**src/rtl/rom_loader.sv**
```systemverilog
// Boot-image loader: parses a length/payload/checksum byte stream and writes
// little-endian 32-bit words into port 1 of the program memory.
module rom_loader #(
  parameter int ADDR_W = 12,
  parameter int DATA_W = 32
) (
  input  logic              clk,
  input  logic              rst,
  input  logic              start,
  input  logic              s_valid,
  input  logic [7:0]        s_data,
  output logic              s_ready,
  output logic              mem_we,
  output logic [ADDR_W-1:0] mem_addr,
  output logic [DATA_W-1:0] mem_din,
  output logic              busy,
  output logic              done,
  output logic              error,
  output logic [ADDR_W:0]   words_written
);

  typedef enum logic [2:0] {IDLE, LEN_LO, LEN_HI, DATA, CSUM, DONE, ERR} state_t;

  localparam logic [16:0]   DEPTH = 17'(1 << ADDR_W);
  localparam logic [ADDR_W:0] ONE = 1;

  state_t            state, state_next;
  logic [7:0]        len_lo;
  logic [ADDR_W:0]   len;
  logic [1:0]        byte_cnt;
  logic [7:0]        sum;
  logic [23:0]       word_buf;
  logic              accept;
  logic [15:0]       len_full;
  logic              word_done;
  logic              last_word;
  logic              arm;

  assign accept    = s_valid && s_ready;
  assign len_full  = {s_data, len_lo};
  assign word_done = accept && (state == DATA) && (byte_cnt == 2'd3);
  assign last_word = ((words_written + ONE) == len);
  assign arm       = start && ((state == IDLE) || (state == DONE) || (state == ERR));

  always_ff @(posedge clk) begin
    if (rst) state <= IDLE;
    else     state <= state_next;
  end

  always_comb begin
    state_next = state;
    s_ready    = 1'b0;
    busy       = 1'b0;
    done       = 1'b0;
    error      = 1'b0;
    case (state)
      IDLE, DONE, ERR: begin
        done  = (state == DONE);
        error = (state == ERR);
        if (start) state_next = LEN_LO;
      end
      LEN_LO: begin
        s_ready = 1'b1;
        busy    = 1'b1;
        if (accept) state_next = LEN_HI;
      end
      LEN_HI: begin
        s_ready = 1'b1;
        busy    = 1'b1;
        if (accept) begin
          if ((len_full == 16'd0) || ({1'b0, len_full} > DEPTH)) state_next = ERR;
          else                                                   state_next = DATA;
        end
      end
      DATA: begin
        s_ready = 1'b1;
        busy    = 1'b1;
        if (word_done && last_word) state_next = CSUM;
      end
      CSUM: begin
        s_ready = 1'b1;
        busy    = 1'b1;
        if (accept) state_next = ((sum + s_data) == 8'd0) ? DONE : ERR;
      end
      default: state_next = IDLE;
    endcase
  end

  // Payload datapath; the write strobe is a one-cycle pulse after each 4th byte.
  always_ff @(posedge clk) begin
    if (rst) begin
      mem_we        <= 1'b0;
      mem_addr      <= '0;
      mem_din       <= '0;
      words_written <= '0;
      len_lo        <= '0;
      len           <= '0;
      byte_cnt      <= '0;
      sum           <= '0;
      word_buf      <= '0;
    end else begin
      mem_we <= 1'b0;
      if (arm) begin
        words_written <= '0;
        byte_cnt      <= '0;
        sum           <= '0;
        mem_addr      <= '0;
      end
      if (accept) begin
        case (state)
          LEN_LO: len_lo <= s_data;
          LEN_HI: len    <= len_full[ADDR_W:0];
          DATA: begin
            sum      <= sum + s_data;
            byte_cnt <= byte_cnt + 2'd1;
            if (byte_cnt == 2'd3) begin
              mem_din       <= {s_data, word_buf};
              mem_addr      <= words_written[ADDR_W-1:0];
              mem_we        <= 1'b1;
              words_written <= words_written + ONE;
            end else begin
              word_buf[{byte_cnt, 3'b000} +: 8] <= s_data;
            end
          end
          default: ;
        endcase
      end
    end
  end

endmodule

```
**config.mk**
```make
export PLATFORM = sky130hd
export DESIGN_NAME = rom_loader
export DESIGN_NICKNAME = d
export VERILOG_FILES = /design/src/rtl/rom_loader.sv
export SDC_FILE = /design/constraint.sdc
export NUM_CORES = 1
export LEC_CHECK = 0
export BUFFER_PORTS_ARGS = -buffer_cell sky130_fd_sc_hd__buf_2
export CAP_MARGIN = 40
export CORE_MARGIN = 3
export CORE_UTILIZATION = 30
export DETAILED_ROUTE_END_ITERATION = 8
export SYNTH_ARGS = -nofsm -noshare
export SYNTH_HDL_FRONTEND = slang
export SYNTH_SLANG_ARGS = --single-unit
```
**constraint.sdc**
```tcl
create_clock -name clk -period 4.8 [get_ports clk]
set_input_delay 0.96 -clock clk [delete_from_list [all_inputs] [get_ports clk]]
set_output_delay 0.96 -clock clk [all_outputs]
set_load 0.03 [all_outputs]
```
==> summary.md <==
| Metric | Value |
|---|---|
| Area of the multi-input gates | 0.00279 mm2 |
| Total leakage power | approximately 2.5 nW |
| Avg WL per Cell | 14.3 um |
| Worst Tran Pin Value | roughly 900 ps |
| Slowest stage delay, CP | around 550 ps |
| Post-Route WL | about 14 mm |
| Remaining DRCs | 0 |
| Top_reg_cell synth | dfxtp_1 |
| Iter 0 DRT Violations | about 280 |
| Max Transition Viols Final | 0 |
| Crit share post-route | approximately four fifths |
| Vias per cell | just under 5 |
| Syn Area/Cell | 8.22 um2 |
| Syn_nets | approximately 700 |
| Critical path class | input port to output pin |
| DRT antenna net count | 0 |
| Family with the most delay on the worst path | simple AND/OR/NAND/NOR gates |
| H-Tree Depth | 4 |
| Final Net Count | around 740 |
| Mapped Cells | between 600 and 700 |
| Status | finished, final reports clean |
| Vias in the first global route | 4253 |
| Total gr overflow | 0 |
| Final core utilization | 36.6% |
| Largest net degree at the start of global routing | between 80 and 90 |
| Sequential area share after synthesis | between 40% and 50% |
| Overall routing resource usage | between 10% and 20% |
| Asr flop ratio synth | 0% |
| Warnings from Yosys | 0 |
| Max Cap Viol | 0 |
| Setup crit end kind | output pin |
| # fillers | approximately 1900 |
| Row count | between 40 and 50 |
| Worst-skew pair later-pin latency | between 400 and 500 ps |
| Register area | roughly 0.0023 mm2 |
| Hold crit path type | register to register |
| Power Dens Cells | between 400 and 500 mW/mm2 |
| Setup Buffers After CTS | 0 |
| EDFF count, synth | 0 |
| # placed instances | around 920 |
| Sink Count | ~120 |
| Post-layout minimum cycle time | between 3000 and 4000 ps |
| Die X-Extent | 140 um |
| Synth cell types | between 50 and 60 |
| Crit start category | input port |
| Cell Area, Synth | approximately 0.0054 mm2 |
| Crit-path max FO | 8 |
| Port Buffer Count | 73 |
| CP max-delay cell | or4_1 |
| Synth top area share | 43.2% |
| Hold Buf Count CTS | 0 |
| VDD IR max | 0.255 mV |
| Setup TNS | 0 ps |
| Max-slew headroom | 38.4% |
| Clock slew at reported path FFs | ~50 ps |
| Antenna diodes | 0 |
| CTS Root Cell | clkbuf_16 |
| Setup WS pre-CTS | 1020 ps |
| Die Ht | between 100 and 150 um |
| Gp weighted congestion | ~0.81 |
| Clock skew | a little under 10 ps |
| Initial antenna violation count | 0 |
| #FFs+latches synth | approximately 120 |
| Layout area overhead | 18.5% |
| Setup Viol. Count Final | 0 |
| Final WS setup | between 1000 and 1500 ps |
| Final hold viol count | 0 |
| Achievable Freq | roughly 0.26 GHz |
| Critical Path RT | 3840 ps |
| TritonRoute pass-1 iters | 4 |
| Hold Worst Slack | 449 ps |
| Synth area leaders | dfxtp_1 43%, nand2_1 9.3%, a21oi_1 7.8% |
| Critical Path AT | between 2000 and 3000 ps |
| Initial Util | 30.9% |
| Core Region | around 0.017 mm2 |
| Total number of vias | between 4000 and 5000 |
| Max Buffers Root-to-Sink | 2 |
| CTS tree | done |
| WP buf/inv | 2 |
| DP HPWL | around 9.1 mm |
| RSZ-0062 raised after global routing | false |
| Share of post-route cells with drive strength above 1 | 16.3% |
| Global-route wire length before repair | about 23 mm |
| Num CTS Buffers | 17 |
| Layout Cells excl Fill | around 940 |
| Synth area leader | dfxtp_1 |
| Post-CTS resize count | 0 |
| Cell Chain, Critical Path | buf_2 -> or4_1 -> or4_1 -> a31o_1 -> nand2_1 -> nor2_1 -> buf_2 |
| Die area | 0.0196 mm2 |
| # IOs | 74 |
-- kinds of logic after synthesis --
group                    after synthesis  share of synthesized area, %
AND/OR/NAND/NOR                      284                          25.1
AO/OA/AOI/OAI                        154                          17.2
flip-flops                           116                          43.2
buffers and inverters                 53                          4.93
XOR/XNOR                              21                          3.95
adder cells (fa/ha/maj)               14                          3.40
multiplexers                          12                          2.28
-- path summary, 6_finish.rpt --
check        depth (start not counted)        start          endpoint  slack, ps
max                                  7    s_data[2]              done       1020
min                                  2  mem_din[15]       mem_din[15]        450
max reg2reg                          7     state[2]  words_written[8]       2010
min reg2reg                          2  mem_din[15]       mem_din[15]        450
-- stage by stage --
step	instance area [um2]	total power, mW
floorplan	5380	1.40
global placement	5840	1.52
detailed placement	5880	1.53
CTS	6380	2.62
global route	6380	2.71
finish	6380	2.58
-- report_power, final --
part	total (mW)	switching (mW)	leakage (nW)	internal [mW]
Sequential	1.05	0.0515	0.935	0.996
Clock	1.08	0.407	0.245	0.671
Combinational	0.458	0.292	1.31	0.166
Total	2.58	0.751	2.49	1.83
-- cell usage after synthesis, types with 11 or more instances --
cell type and n:
nand2_1 133, nor2_1 48, clkbuf_1 35, a22oi_1 11, dfxtp_1 116, xnor2_1 11
o21ai_0 21, ha_1 13, nand3_1 30, a21oi_1 84
-- final cells by class --
cell class	instances	share of cell area, %
multi-input combinational	485	43.8
sequential	116	36.4
clock buffer	23	7.34
timing repair buffer	81	7.03
tap	225	4.42
inverter	9	0.530
clock inverter	5	0.491
-- state kept, by name, indices dropped and copies added (netlist names) --
| register | cells |
|---|---|
| word_buf | 24 |
| state | 3 |
| sum | 8 |
| mem_addr | 12 |
| words_written | 13 |
| len_lo | 8 |
| byte_cnt | 2 |
| mem_we | 1 |
| mem_din | 32 |
| len | 13 |
-- metal layers --
metal / track usage, % / vias to the layer above / part of all wire, %
li1: - / 2392 / -
met1: 19.4 / 2144 / 48
met2: 21.4 / 87 / 46
met3: 4.20 / 18 / 4.6
met4: 4.90 / 0 / 1.6
met5: 0 / - / 0
-- worst reg2reg max path, delay by kind of cell (launching register included) --
family / cells / cell delay, ps
AND/OR/NAND/NOR: 3 / 1010
AO/OA/AOI/OAI: 3 / 920
flip-flops: 1 / 560
buffers and inverters: 1 / 210
-- cells in the final DEF (no fill, tap or decap), types with 3 or more instances in the layout --
master     netlist  layout
dfxtp_1        116     116
or3_1            4       4
a31oi_1          5       5
mux2i_1         10      10
a2111o_1         3       3
a22oi_1         11      11
or2_2            3       3
clkbuf_16        0      17
nor3b_1          7       7
or4_1            6       6
buf_2            0      72
nor4_1           4       4
clkinv_2         0       3
o211ai_1         3       3
o21ai_0         21      21
and2_1           4       4
o31ai_1          4       4
a21oi_1         84      84
a22o_1          10      10
and3_1           3       3
nor2_1          48      48
ha_1            13      13
inv_1            9       9
nand2b_1         8       8
nor3_1           9       9
xnor2_1         11      11
buf_4            2       8
nand4_1          3       3
clkbuf_1        35       4
xor2_1           8       8
nor2b_1         10      10
nand3_1         30      30
nand2_1        133     133
No activity file was read; power rests on OpenSTA's default activity.
